### src/rtl/change_dispenser_if.sv
// Request handshake and payout status bundle between the vending controller
// and the change dispenser.
interface change_dispenser_if #(
    parameter int AMT_W = 7
);
    logic             req_valid;
    logic [AMT_W-1:0] req_amount;
    logic             req_ready;
    logic [3:0]       coin_out;
    logic             busy;
    logic             done;
    logic             short;
    logic [AMT_W-1:0] short_amount;

    modport master (
        output req_valid, req_amount,
        input  req_ready, coin_out, busy, done, short, short_amount
    );

    modport slave (
        input  req_valid, req_amount,
        output req_ready, coin_out, busy, done, short, short_amount
    );
endinterface

### src/rtl/change_dispenser.sv
// Greedy coin payout over four denomination tubes with per-tube inventory,
// shortfall reporting and a saturating refill port.
module change_dispenser #(
    parameter int AMT_W    = 7,
    parameter int INV_W    = 6,
    parameter int DEN0     = 10,
    parameter int DEN1     = 5,
    parameter int DEN2     = 2,
    parameter int DEN3     = 1,
    parameter int INV_INIT = 8,
    parameter int COIN_GAP = 2
) (
    input  logic               clk,
    input  logic               rst,
    change_dispenser_if.slave  bus,
    input  logic               refill_en,
    input  logic [1:0]         refill_tube,
    input  logic [INV_W-1:0]   refill_qty,
    output logic [INV_W-1:0]   inv0,
    output logic [INV_W-1:0]   inv1,
    output logic [INV_W-1:0]   inv2,
    output logic [INV_W-1:0]   inv3
);
    typedef enum logic [2:0] {
        S_IDLE,
        S_SELECT,
        S_EMIT,
        S_GAP,
        S_FINISH
    } state_t;

    localparam int GAP_W = (COIN_GAP > 1) ? $clog2(COIN_GAP) : 1;
    localparam logic [GAP_W-1:0] GAP_LOAD = (COIN_GAP > 0) ? GAP_W'(COIN_GAP - 1) : '0;
    localparam logic [GAP_W-1:0] GAP_ONE  = GAP_W'(1);
    localparam logic [AMT_W-1:0] DEN [4] = '{AMT_W'(DEN0), AMT_W'(DEN1), AMT_W'(DEN2), AMT_W'(DEN3)};
    localparam logic [INV_W-1:0] INV_RST = INV_W'(INV_INIT);
    localparam logic [INV_W:0]   INV_ONE = (INV_W+1)'(1);

    state_t             state;
    logic [AMT_W-1:0]   remaining;
    logic [1:0]         sel;
    logic [GAP_W-1:0]   gap_cnt;
    logic [INV_W-1:0]   inv     [4];
    logic [INV_W-1:0]   inv_nxt [4];
    logic [INV_W:0]     inv_sum [4];
    logic               pick_ok;
    logic [1:0]         pick;

    // Largest denomination first: lowest index that fits and is stocked.
    always_comb begin
        pick_ok = 1'b0;
        pick    = '0;
        for (int unsigned i = 0; i < 4; i++) begin
            if (!pick_ok && (DEN[i] <= remaining) && (inv[i] != '0)) begin
                pick_ok = 1'b1;
                pick    = 2'(i);
            end
        end
    end

    // Eject decrement and refill combine before saturation, so a same-tube
    // refill during EMIT yields min(inv-1+qty, max); sum <= 2*max never wraps.
    always_comb begin
        for (int unsigned i = 0; i < 4; i++) begin
            inv_sum[i] = {1'b0, inv[i]};
            if ((state == S_EMIT) && (sel == 2'(i)))
                inv_sum[i] = inv_sum[i] - INV_ONE;
            if (refill_en && (refill_tube == 2'(i)))
                inv_sum[i] = inv_sum[i] + {1'b0, refill_qty};
            inv_nxt[i] = inv_sum[i][INV_W] ? '1 : inv_sum[i][INV_W-1:0];
        end
    end

    always_ff @(posedge clk) begin
        if (rst) begin
            state            <= S_IDLE;
            remaining        <= '0;
            sel              <= '0;
            gap_cnt          <= '0;
            bus.coin_out     <= '0;
            bus.busy         <= 1'b0;
            bus.done         <= 1'b0;
            bus.short        <= 1'b0;
            bus.short_amount <= '0;
            for (int unsigned i = 0; i < 4; i++)
                inv[i] <= INV_RST;
        end else begin
            for (int unsigned i = 0; i < 4; i++)
                inv[i] <= inv_nxt[i];
            bus.coin_out <= '0;
            bus.done     <= 1'b0;
            case (state)
                S_IDLE: begin
                    if (bus.req_valid) begin
                        remaining        <= bus.req_amount;
                        bus.short        <= 1'b0;
                        bus.short_amount <= '0;
                        bus.busy         <= 1'b1;
                        state            <= S_SELECT;
                    end
                end
                S_SELECT: begin
                    if (remaining == '0) begin
                        bus.done <= 1'b1;
                        state    <= S_FINISH;
                    end else if (pick_ok) begin
                        sel          <= pick;
                        bus.coin_out <= 4'b0001 << pick;
                        state        <= S_EMIT;
                    end else begin
                        bus.short        <= 1'b1;
                        bus.short_amount <= remaining;
                        bus.done         <= 1'b1;
                        state            <= S_FINISH;
                    end
                end
                S_EMIT: begin
                    remaining <= remaining - DEN[sel];
                    if (COIN_GAP > 0) begin
                        gap_cnt <= GAP_LOAD;
                        state   <= S_GAP;
                    end else begin
                        state <= S_SELECT;
                    end
                end
                S_GAP: begin
                    if (gap_cnt == '0)
                        state <= S_SELECT;
                    else
                        gap_cnt <= gap_cnt - GAP_ONE;
                end
                S_FINISH: begin
                    bus.busy <= 1'b0;
                    state    <= S_IDLE;
                end
                default: state <= S_IDLE;
            endcase
        end
    end

    assign bus.req_ready = (state == S_IDLE) && !rst;

    assign inv0 = inv[0];
    assign inv1 = inv[1];
    assign inv2 = inv[2];
    assign inv3 = inv[3];
endmodule
### src/flat_wrapper.sv
// flat-port wrapper written by rule: the top's interface ports become plain ports
module change_dispenser_flat 
#(
    parameter int AMT_W    = 7,
    parameter int INV_W    = 6,
    parameter int DEN0     = 10,
    parameter int DEN1     = 5,
    parameter int DEN2     = 2,
    parameter int DEN3     = 1,
    parameter int INV_INIT = 8,
    parameter int COIN_GAP = 2
)
  (clk, rst, refill_en, refill_tube, refill_qty, inv0, inv1, inv2, inv3, bus_req_valid, bus_req_amount, bus_req_ready, bus_coin_out, bus_busy, bus_done, bus_short, bus_short_amount);
  change_dispenser_if #(.AMT_W(AMT_W)) bus_i ();
  input  logic clk;
  input  logic rst;
  input  logic refill_en;
  input  logic [1:0] refill_tube;
  input  logic [INV_W-1:0] refill_qty;
  output logic [INV_W-1:0] inv0;
  output logic [INV_W-1:0] inv1;
  output logic [INV_W-1:0] inv2;
  output logic [INV_W-1:0] inv3;
  input wire logic [$bits(bus_i.req_valid)-1:0] bus_req_valid;
  input wire logic [$bits(bus_i.req_amount)-1:0] bus_req_amount;
  output wire logic [$bits(bus_i.req_ready)-1:0] bus_req_ready;
  output wire logic [$bits(bus_i.coin_out)-1:0] bus_coin_out;
  output wire logic [$bits(bus_i.busy)-1:0] bus_busy;
  output wire logic [$bits(bus_i.done)-1:0] bus_done;
  output wire logic [$bits(bus_i.short)-1:0] bus_short;
  output wire logic [$bits(bus_i.short_amount)-1:0] bus_short_amount;
  assign bus_i.req_valid = bus_req_valid;
  assign bus_i.req_amount = bus_req_amount;
  assign bus_req_ready = bus_i.req_ready;
  assign bus_coin_out = bus_i.coin_out;
  assign bus_busy = bus_i.busy;
  assign bus_done = bus_i.done;
  assign bus_short = bus_i.short;
  assign bus_short_amount = bus_i.short_amount;
  change_dispenser #(.AMT_W(AMT_W), .INV_W(INV_W), .DEN0(DEN0), .DEN1(DEN1), .DEN2(DEN2), .DEN3(DEN3), .INV_INIT(INV_INIT), .COIN_GAP(COIN_GAP)) u_core (.clk(clk), .rst(rst), .bus(bus_i), .refill_en(refill_en), .refill_tube(refill_tube), .refill_qty(refill_qty), .inv0(inv0), .inv1(inv1), .inv2(inv2), .inv3(inv3));
endmodule
### config.mk
export PLATFORM = sky130hd
export DESIGN_NAME = change_dispenser_flat
export DESIGN_NICKNAME = d
export VERILOG_FILES = /design/src/rtl/change_dispenser_if.sv /design/src/rtl/change_dispenser.sv /design/src/flat_wrapper.sv
export SDC_FILE = /design/constraint.sdc
export NUM_CORES = 1
export LEC_CHECK = 0
export CAP_MARGIN = 0
export CORE_MARGIN = 1
export CORE_UTILIZATION = 58
export CTS_CLUSTER_SIZE = 40
export DETAILED_ROUTE_END_ITERATION = 7
export HOLD_SLACK_MARGIN = 0.15
export PLACE_DENSITY = 0.84
export SYNTH_ARGS = -nofsm -noshare
export SYNTH_HDL_FRONTEND = slang
export SYNTH_SLANG_ARGS = --single-unit
### constraint.sdc
create_clock -name clk -period 8 [get_ports clk]
set_input_delay 0.8 -clock clk [delete_from_list [all_inputs] [get_ports clk]]
set_output_delay 0.8 -clock clk [all_outputs]
set_load 0.01 [all_outputs]
==> results.md, run 1 <==
- The starting density of the core is 0.599.
- Of the cells placed in the final design, the portion with a size suffix greater than 1 is 0.0648.
- The die is 85.7 um tall.
- The floorplan row count is 30.
- Of all nets on the critical path, the largest fanout is 21.
- In this design, the stage delay of the slowest critical-path cell is 0.78 ns.
- The pre-CTS setup slack is 4.36 ns.
- After filler insertion, the fill cell instance count of the layout stands at 551.
- The total chip power is 795 uW.
- In this design, the critical path's most frequently occurring cell is xnor2_1.
- The number of buffers on the longest clock path is 2.
- The max-capacitance violation count is 0.
- The wire length of the first global-routing pass is 16900 um.
- Of the total power, the clock network draws 0.202.
- The met3 routed wirelength is 592 um.
- The number of warnings issued by yosys is 0.
- The detailed-route wire length is 10300 um.
- The setup skew after layout is 0.0165 ns.
- The number of buffers added by the clock tree synthesis step is 5.
- The share of total power dissipated in combinational logic is 0.405.
- In the global route stage, overall resource usage came out at 0.286.
- The min-delay analysis places its worst path in the category register to register.
- The number of routed nets with antenna violations is 0.
- The count of mapped cells out of synthesis is approximately 500.
- For this design, the CTS-stage hold fixing added 0 buffers.
- The detail-routed via count per cell is 6.05.
- dfxtp_1 is the most common cell in the netlist.
- The average size of a mapped cell is roughly 8.2 um2.
- The worst register-to-register path has a setup slack of 4.27 ns.
- 58 I/O pins were placed.
- Ranked by total cell area, the synthesized netlist is headed by dfxtp_1, ha_1, a21oi_1.
- Setup repair after global routing left no endpoint under its margin.
- Yosys mapped a number of flops with a built-in enable equal to 0.
- Based on the critical path, the design can be clocked at up to 268 MHz.
- The transition time at the pin with the least slew margin is 0.938 ns.
- The internal power of the cells totals 480 uW.
- The category of the critical setup timing path is register to register.
- The final number of setup-violating endpoints is 0.
- Data arrives at the worst endpoint at 3.90 ns.
- The largest net degree at the start of global routing is 43.
- The commonest cells after synthesis are dfxtp_1, a21oi_1, nor2_1, ha_1, nand2_1.
- The antenna diode count is 0.
- The aggregate global routing overflow is 0.
- The top-area cell type share of the netlist area is 0.251.
- The slowest stage of the critical path is the or3b_1 cell.
- The number of storage elements in the synthesis netlist is 51.
- The cell area that synthesis handed to floorplanning was 4070 um2.
- The iteration-0 DRC count of the detailed router is 234.
- The highest routed metal layer is met4.
- The number of global-route vias before repair came to 3610.
- The number of pins exceeding their max-slew limit in the final report came to 0.
- Summed over all nets, the switching power comes to 314 uW.
- The wire length on met1 is approximately 4600 um.
- The number of different library cells used by synthesis comes to 68.
- The die covers 7350 um2.
- For this run, the register share of the synthesized area comes to 0.251.
- The commonest register cell after synthesis is dfxtp_1.
- The worst pin sits at a relative slew slack of 0.374.
- In the routed design, unresolved DRC markers number 0.
- The fraction of registers with async set or reset after synthesis is 0.
- The critical path buffer and inverter count is 1.
- The required time of the worst setup path is a little over 8 ns.
- The routed wirelength normalized by instance count is approximately 16 um.
- The first-pass detailed-route iteration total is 5.
- The detailed router placed 3848 vias in this run.
- The amount of wire on met2 after detailed routing is 5000 um.
- In the final timing run, aggregate negative setup slack is 0 ns.
- The area growth from synthesis to final layout is 17.1%.
- The worst path setup slack after routing is ~4.3 ns.
- Summing all non-filler instances in the final layout gives an area of 4760 um2.
- On the critical path the largest part of the delay comes from simple AND/OR/NAND/NOR gates.
- The post-route fraction of the period consumed by the critical path is 0.467.
- The congestion estimate from routability-driven global placement came to 0.961.
- During placement, the flow inserted port buffers numbering 57.
- In this run the number of H-tree levels came out at 2.
- The portion of total power attributed to sequential cells is 0.393.
- Counting every net in the synthesized netlist gives 554.
- The buffers inserted during post-CTS setup optimization is 0.
- The clock net sink count is 51.
- The chip width is between 80 and 90 um.
- The initial antenna violation count was 0.
- The placed instances occupy a cell area of ~4700 um2.
- The flow ran to the end, and the final reports show no timing, DRC or antenna violations.
- The clock input transition at the sequential cells of the worst setup and hold paths is approximately 0.11 ns.
- Summed over all nets, the half-perimeter wirelength after detailed placement is 7710 um.
- The clock period minus final worst setup slack is 3.73 ns.
- The type of origin of the critical path is a register.
- Traced cell by cell, the critical path runs through or3b_1 -> nor3b_2 -> xnor2_1 -> ha_1 -> inv_1 -> fa_1 -> nor2b_1 -> o31a_1 -> o31ai_1 -> xnor2_1 -> o2111ai_1.
- The final net count is 598.
- The post-cts sizing count is 0.
- The cell chosen for the clock root is clkbuf_8.
- VDD sags by at most 108 uV.
- The total power divided by cell area is 167 nW/um2.
- The clock latency reported for the late side of the worst-skew pair is 0.32 ns.
- STA classifies the critical path endpoint as a register.
- The core region is between 6000 and 7000 um2.
- The share of total power consumed by net switching is 0.396.
- TritonCTS built the clock tree.
- The most area-hungry cell type in the Yosys netlist is dfxtp_1.
- In this run the static leakage power is 0.00176 uW.
- The hold violation count in the final report is 0.
==> worst reg2reg max path, cell delays in order (launching register included) <==
cell,delay [ns]
dfxtp_1,0.50
or3b_1,0.78
nor3b_2,0.40
xnor2_1,0.19
ha_1,0.24
inv_1,0.06
fa_1,0.37
nor2b_1,0.20
o31a_1,0.18
o31ai_1,0.09
xnor2_1,0.41
o2111ai_1,0.17
==> power by group through the flow <==
stage | registers [uW] | clock network [uW] | logic [uW]
2_1_floorplan | 307 | 0 | 233
3_3_place_gp | 316 | 0 | 307
3_5_place_dp | 317 | 0 | 316
4_1_cts | 311 | 160 | 319
5_1_grt | 316 | 171 | 357
6_report | 312 | 160 | 322
==> layout make-up <==
cell class / count / area (um2) / share of cell area
well taps: 96 / 120 / 0.0252
clock buffers: 5 / 68.8 / 0.0145
repair buffers: 60 / 593 / 0.125
clock inverters: 3 / 26.3 / 0.00552
multi-input cells: 394 / 2830 / 0.594
inverters: 27 / 101 / 0.0213
flip-flops and latches: 51 / 1020 / 0.214
==> worst paths after layout <==
kind                                   start                    endpoint  depth (start not counted)
setup / recovery             u_core.state[1]            u_core.inv[2][3]                         11
hold / removal    u_core.bus.short_amount[2]  u_core.bus.short_amount[2]                          2
setup reg to reg             u_core.state[1]            u_core.inv[2][3]                         11
hold reg to reg   u_core.bus.short_amount[2]  u_core.bus.short_amount[2]                          2
==> layer usage <==
layer  track usage  vias to the layer above
met3        0.0395                       11
li1              -                     1907
met1         0.375                     1819
met4        0.0833                        0
met5             0                        -
met2         0.491                      111
==> flip-flops by register name, indices dropped and copies added (netlist names) <==
signal                   count
u_core.state                 3
u_core.bus.short_amount      7
u_core.sel                   2
u_core.remaining             7
u_core.bus.coin_out          4
u_core.bus.done              1
u_core.bus.short             1
u_core.gap_cnt               1
u_core.inv                  24
u_core.bus.busy              1
==> cells by family after synthesis <==
kind of cell | share of synthesized area
buf+inv | 0.0529
xor+xnor | 0.0622
mux | 0.0151
compound gates | 0.230
flops | 0.251
simple gates | 0.256
fa+ha+maj | 0.132
==> per-stage QoR <==
stage	cells	hold WS (ns)	utilization
finish	636	0.482	0.701
detailed placement	628	0.466	0.687
global route	636	0.501	0.701
global placement	628	0.461	0.687
CTS	636	0.482	0.701
floorplan	495	0.454	-
==> cells in the final DEF (no fill, tap or decap), types with 9 or more instances in the layout <==
master,Yosys,final
a31oi_1,10,10
nor2_1,38,38
nand2b_1,9,9
o21ai_0,27,27
nand3_1,18,18
nor3_1,12,12
a21oi_1,45,45
inv_1,27,27
ha_1,35,35
a211oi_1,16,16
dfxtp_1,51,51
nor2b_1,10,10
clkdlybuf4s50_1,0,57
nand2_1,29,29
xnor2_1,20,20
No activity file was read; power rests on OpenSTA's default activity.
==> inputs of run 2 (changes only) <==
CORE_UTILIZATION = 50   (was 58)
PLACE_DENSITY = 0.77   (was 0.84)
clock period = 3.3 ns   (was 8 ns; I/O delays follow)
==> results.md, run 2 (synthesis results as in run 1) <==
- The type of origin of the critical path is a register.
- The routed wirelength normalized by instance count was 16.0 um (-0.47%).
- The worst-path maximum fanout is 8 (-62%).
- The antenna diode count is 0 (unchanged).
- The floorplan row count is 32 (+6.7%).
- The setup path with the least slack is of type register to register.
- The detailed-route wire length is 10400 um (+1.7%).
- The critical path buffer and inverter count is 1 (unchanged).
- The area growth from synthesis to final layout is 19.8%.
- The detail-routed via count per cell is 6.06 (+0.24%).
- The maximum cell stage delay along the critical path is 0.55 ns (-0.23 ns).
- The depth of the worst register-to-register path is 11 (unchanged).
- The wire length of the first global-routing pass is 17000 um (+0.41%).
- The number of buffers added by the clock tree synthesis step is 5 (unchanged).
- Ranked by flip-flop count, first place goes to u_core.inv.
- The deepest level of the CTS H-tree is 2 (unchanged).
- The capturing element of the worst setup path is u_core.inv[2][3].
- The worst vdd rail ir drop is 250 uV (+130%).
- The full die area is 8500 um2 (+16%).
- The clock input transition at the sequential cells of the worst setup and hold paths is 0.10 ns (about the same).
- The clock net sink count is 51 (unchanged).
- The number of standard cells in the layout, taps in and fillers out is 650 (+2.2%).
- The static leakage power is 0.00182 uW (+3.6%).
- The required time of the worst setup path is 3.47 ns (-4.70 ns).
- The depth of the critical timing path with buffers and inverters included is 11 (unchanged).
- The setup slack of the most critical reg-to-reg path is 0.13 ns (-4.14 ns).
- Tracing the worst setup path back leads to its startpoint at u_core.state[0].
- The flow ran to the end, and the final reports show no timing, DRC or antenna violations.
- The post-route fraction of the period consumed by the critical path came to 0.961 (+0.494).
- The number of routed nets with antenna violations is 0 (unchanged).
- On the critical path, the stage with the largest delay is an instance of or3b_1.
- The number of primary I/O pins is 58 (unchanged).
- The final setup TNS is 0 ns (unchanged).
- The remaining design rule violation count was 0 (unchanged).
- The largest net degree at the start of global routing is 27 (-37%).
- The die span in y was 92.2 um (+7.5%).
- The total track usage came to 0.248 (-0.0386).
- The tree is rooted in a clkbuf_8.
- The count of vias placed by the detailed router was 3942 (+2.4%).
- The total power divided by cell area was 416 nW/um2 (+150%).
- The CTS tree is built.
- The starting density of the core is 0.521 (-0.0777).
- The hold violation count in the final report was 0 (unchanged).
- The number of buffers on the longest clock path is 2 (unchanged).
- The weighted congestion at the end of routability-driven global placement is 0.850 (-12%).
- The tightest min-delay check is of the register to register type.
- The library cell used most frequently in the layout, excluding fill and tap cells, is clkdlybuf4s50_1.
- The number of global-route vias before repair was 3565 (-1.2%).
- STA classifies the critical path endpoint as a register.
- The largest registers in the layout are u_core.inv: 24 flops, u_core.bus.short_amount: 7 flops, u_core.remaining: 7 flops.
- The critical path arrival is 3.34 ns (-0.56 ns).
- The number of pins exceeding their max-slew limit in the final report came to 0 (unchanged).
- The transition time at the pin with the least slew margin is 0.646 ns (-0.292 ns).
- The clock latency reported for the late side of the worst-skew pair was 0.31 ns (about the same).
- The post-placement cell count is 642 (+2.2%).
- The clock period minus final worst setup slack is 3.17 ns (-0.562 ns).
- The setup skew after layout is 0.0112 ns (-0.00523 ns).
- The launching point of the worst reg2reg path is u_core.state[0].
- The first-pass detailed-route iteration total is 5 (unchanged).
- The core box area is 7810 um2 (+15%).
- The worst slew slack as a fraction of its limit came to 0.568 (+0.194).
- The iteration-0 DRC count of the detailed router is 242 (+3.4%).
- The aggregate global routing overflow came to 0 (unchanged).
- The buffers inserted during post-CTS setup optimization is 0 (unchanged).
- The flip-flop count of the largest register, all copies and words added is 24 (unchanged).
- The fraction of layout instances using a drive strength above 1 is 0.0821 (+0.0173).
- The fmax is 315 MHz (+18%).
- The estimated wirelength of the detail-placed design is 7890 um (+2.3%).
- The initial antenna violation count is 0 (unchanged).
- In the layout the commonest cells are clkdlybuf4s50_1, dfxtp_1, a21oi_1, nor2_1, ha_1.
- Traced cell by cell, the critical path runs through or3b_1 -> nor3b_2 -> xnor2_1 -> ha_1 -> inv_1 -> fa_1 -> nor2b_1 -> o31a_1 -> o31ai_1 -> xnor2_2 -> o2111ai_1.
- The number of buffer cells added on primary ports came to 57 (unchanged).
- The chip width was 92.2 um (+7.5%).
- The end of the worst register-to-register path is u_core.inv[2][3].
- The max-capacitance violation count is 0 (unchanged).
- The family of cells with the greatest summed delay on the critical path is simple AND/OR/NAND/NOR gates.
- The final number of setup-violating endpoints is 0 (unchanged).
- The final net count is 606 (+1.3%).
-- run 2: cell count changes in the layout (fill, tap and decap cells not counted) --
cell	previous run	this run
xnor2_2	1	3
clkbuf_8	5	6
clkinv_4	1	0
buf_4	3	11
inv_6	2	1
xnor2_1	20	18
bufinv_16	0	1
-- run 2: final cells by class --
class                           count  area [um2]
Multi-Input combinational cell    394        2850
Fill cell                         706        2940
Inverter                           27         101
Sequential cell                    51        1020
Timing Repair Buffer               68         653
Clock inverter                      2        38.8
Tap cell                          102         128
Clock buffer                        6        82.6
-- run 2: worst min path at each step --
stage	start	endpoint	slack [ns]	depth (start not counted)
final	u_core.bus.short_amount[2]	u_core.bus.short_amount[2]	0.48	2
after global routing	u_core.bus.short_amount[5]	u_core.bus.short_amount[5]	0.50	2
after CTS	u_core.bus.short_amount[5]	u_core.bus.short_amount[5]	0.48	2
after detailed placement	u_core.bus.short_amount[5]	u_core.bus.short_amount[5]	0.46	2
after global placement	u_core.bus.short_amount[2]	u_core.bus.short_amount[2]	0.46	2
after floorplan	u_core.gap_cnt	u_core.gap_cnt	0.45	2
-- run 2: report_power, final --
| group | internal [uW] | switching (uW) |
|---|---|---|
| Sequential | 669 | 76.0 |
| Clock | 250 | 232 |
| Combinational | 351 | 448 |
-- run 2: per-layer routing --
layer  vias up  global-route usage  share of wire  wire [um]
met3         9              0.0249          0.042        437
li1       1927                   -              -          -
met4         0              0.0469         0.0094         98
met1      1899               0.346           0.47       4920
met5         -                   0              0          0
met2       107               0.414           0.48       4980
-- run 2: through the flow --
step	hold WS [ns]	instance area (um2)	utilization	worst slack, ns	power, uW
2_1_floorplan	0.454	4070	-	0.285	1310
3_3_place_gp	0.460	4730	0.606	0.204	1520
3_5_place_dp	0.465	4730	0.606	0.0918	1550
4_1_cts	0.481	4850	0.622	0.0497	2020
5_1_grt	0.500	4870	0.624	-0.0266	2150
6_report	0.480	4870	0.624	0.128	2030
-- run 2: what timing repair did --
item,in CTS,in global routing
resized for setup,0,2
endpoints found under the setup margin,0,10
hold buffers,0,0
-- run 2: worst min-delay path: cells and delay by family (launching register included) --
family	cells	cell delay, ns
AO/OA/AOI/OAI	2	0.11
flip-flops	1	0.33
==> inputs of run 3 (changes only) <==
CELL_PAD_IN_SITES_DETAIL_PLACEMENT = 2   (was unset)
CELL_PAD_IN_SITES_GLOBAL_PLACEMENT = 2   (was unset)
CORE_UTILIZATION = 30   (was 50)
PLACE_DENSITY = unset   (was 0.77)
PLACE_DENSITY_LB_ADDON = 0.1   (was unset)
==> results.md, run 3 (synthesis results as in run 1) <==
- The detailed-route wire length is 13900 um (+33%).
- The clock net sink count came to 51 (unchanged).
- The antenna diode count came to 0 (unchanged).
- The number of primary I/O pins was 58 (unchanged).
- The maximum cell stage delay along the critical path came to 0.49 ns (-0.06 ns).
- The number of buffers on the longest clock path is 2 (unchanged).
- The final net count is 607 (+0.17%).
- The net switching power is 835 uW (+10%).
- The clock period minus final worst setup slack is 3.11 ns (-0.0661 ns).
- The full die area is 14000 um2 (+65%).
- The worst path setup slack after routing is 0.194 ns (+0.0661 ns).
- The iteration-0 DRC count of the detailed router is 93 (-62%).
- The aggregate global routing overflow was 0 (unchanged).
- The max-capacitance violation count was 0 (unchanged).
- The floorplan row count is 42 (+31%).
- The worst slack on hold paths is 0.479 ns (-0.000876 ns).
- The starting density of the core came to 0.307 (-0.214).
- The number of filler instances in the final layout is 1528 (+120%).
- The internal power summed over all cells came to 1410 uW (+11%).
- The static leakage power is 0.00186 uW (+2.0%).
- The hold violation count in the final report came to 0 (unchanged).
- The startpoint identified for the worst hold timing path is u_core.bus.short_amount[4].
- The leading cell type in the layout, fill and taps excluded is clkdlybuf4s50_1.
- The final number of setup-violating endpoints is 0 (unchanged).
- The post-detailed-placement cell area is 4830 um2 (+2.1%).
- The worst slew slack as a fraction of its limit is 0.462 (-0.106).
- The number of pins exceeding their max-slew limit in the final report came to 0 (unchanged).
- The final core area utilization is 0.380 (-0.243).
- The run finished with clean final reports.
- The type of origin of the critical path is a register.
- The number of buffer cells added on primary ports is 57 (unchanged).
- The required time of the worst setup path is 3.45 ns (-0.02 ns).
- The deepest level of the CTS H-tree is 2 (unchanged).
- STA classifies the critical path endpoint as a register.
- The pre-CTS setup slack is -0.0617 ns (-0.154 ns).
- The power share of the combinational group is 0.378 (-0.016).
- The number of routed nets with antenna violations is 0 (unchanged).
- The worst register-to-register path begins at u_core.state[0].
- The estimated wirelength of the detail-placed design was 10800 um (+37%).
- The top cell types in the final layout, fill and taps aside, are clkdlybuf4s50_1, dfxtp_1, a21oi_1, nor2_1, ha_1.
- The weighted congestion at the end of routability-driven global placement came to 0.807 (-5.0%).
- The routed wirelength normalized by instance count was 19.2 um (+19%).
- The area growth from synthesis to final layout is 23.8%.
- The library cell contributing the largest single delay on the critical path is or4_1.
- The wire length of the first global-routing pass is 22500 um (+33%).
- The count of vias placed by the detailed router is 3963 (+0.53%).
- The detail-routed via count per cell is 5.47 (-9.9%).
- The area of the multi-input gates came to 2860 um2 (+0.35%).
- The category of the critical setup timing path is register to register.
- The setup skew after layout was 0.00804 ns (-0.00320 ns).
- More flip-flops sit in one register than any other, and that register is u_core.inv.
- The chip width was 118 um (+28%).
- The share of total power consumed by net switching is 0.372 (-0.000860).
- The clock share of power is 0.285 (+0.047).
- Traced cell by cell, the critical path runs through or3b_4 -> buf_4 -> or4_1 -> xnor2_1 -> ha_1 -> o21a_1 -> o31a_1 -> o31ai_1 -> xnor2_2 -> o2111ai_1.
- The first-pass detailed-route iteration total came to 4 (-1).
- The number of buffers inserted for hold repair after clock tree synthesis is 0 (unchanged).
- The flip-flop count of the largest register, all copies and words added is 24 (unchanged).
- The total power divided by cell area was 445 nW/um2 (+7.1%).
- The number of buffers added by the clock tree synthesis step was 5 (unchanged).
- The post-route fraction of the period consumed by the critical path came to 0.941 (-0.0200).
- The most critical setup path has its startpoint at u_core.state[0].
- The core box area is 13200 um2 (+70%).
- The worst vdd rail ir drop is 244 uV (-2.3%).
- The clock latency reported for the late side of the worst-skew pair was 0.30 ns (about the same).
- The fmax came to 322 MHz (+2.1%).
- The largest net degree at the start of global routing is 42 (+56%).
- The fraction of layout instances using a drive strength above 1 came to 0.0874 (+0.00531).
- The die span in y is 118 um (+28%).
- The final standard cell area without fillers is 5040 um2 (+3.4%).
- The clock input transition at the sequential cells of the worst setup and hold paths is 0.08 ns (-0.02 ns).
- The portion of total power attributed to sequential cells is 0.338 (-0.030).
- In the final layout, the registers with the most flip-flops are u_core.inv: 24 flops, u_core.bus.short_amount: 7 flops, u_core.remaining: 7 flops.
- The remaining design rule violation count is 0 (unchanged).
- The area occupied by registers is 1020 um2 (unchanged).
- The type of the tightest min-delay check is register to register.
- The total track usage was 0.203 (-0.0449).
- The buffers inserted during post-CTS setup optimization is 0 (unchanged).
- The worst-path maximum fanout is 8 (unchanged).
- Setup repair after global routing left no endpoint under its margin.
- The initial antenna violation count is 0 (unchanged).
- The transition time at the pin with the least slew margin is 0.805 ns (+0.159 ns).
- TritonCTS built the clock tree.
- The number of global-route vias before repair is 4257 (+19%).
- The critical path arrival was 3.26 ns (-0.08 ns).
- Clock tree synthesis selected as its root buffer the cell clkbuf_16.
==> run 3: path summary, 6_finish.rpt <==
check        cells past startpoint  slack [ns]                         end
max                             10        0.19            u_core.inv[2][3]
min                              2        0.48  u_core.bus.short_amount[4]
max reg2reg                     10        0.19            u_core.inv[2][3]
min reg2reg                      2        0.48  u_core.bus.short_amount[4]
==> run 3: what timing repair did <==
item / 4_1_cts / 5_1_grt
resized for setup: 3 / 1
setup endpoints to repair: 13 / 18
pin swaps: 2 / 0
==> run 3: area by class of cell <==
| type | instances | share of cell area |
|---|---|---|
| multi-input combinational | 394 | 0.567 |
| timing repair buffer | 69 | 0.131 |
| tap | 176 | 0.0437 |
| inverter | 27 | 0.0201 |
| clock inverter | 2 | 0.00770 |
| sequential | 51 | 0.203 |
| clock buffer | 6 | 0.0276 |
==> run 3: power by group through the flow <==
stage	clock network, uW	registers, uW	logic (uW)
6_report	639	757	847
3_5_place_dp	0	771	845
5_1_grt	679	768	936
4_1_cts	650	758	852
2_1_floorplan	0	745	564
3_3_place_gp	0	769	810
==> run 3: worst max-delay path, delay by kind of cell (launching register included) <==
kind | cells | cell delay [ns]
adder cells (fa/ha/maj) | 1 | 0.32
AND/OR/NAND/NOR | 2 | 0.97
buffers and inverters | 1 | 0.19
flip-flops | 1 | 0.32
XOR/XNOR | 2 | 0.43
AO/OA/AOI/OAI | 4 | 0.73
==> run 3: metal layers <==
layer	global-route usage	share of wire	vias to the layer above	routed length (um)
met2	0.351	0.49	57	6780
met3	0.0241	0.027	10	374
met1	0.273	0.48	1979	6630
met4	0.0348	0.0077	0	107
met5	0	0	-	0
li1	-	-	1917	-
==> run 3: stage by stage <==
step,TNS (ns),std cells,total power (uW)
after global routing,0,725,2380
after floorplan,0,495,1310
after CTS,0,725,2260
after detailed placement,-0.267,717,1620
after global placement,0,717,1580
final,0,725,2240
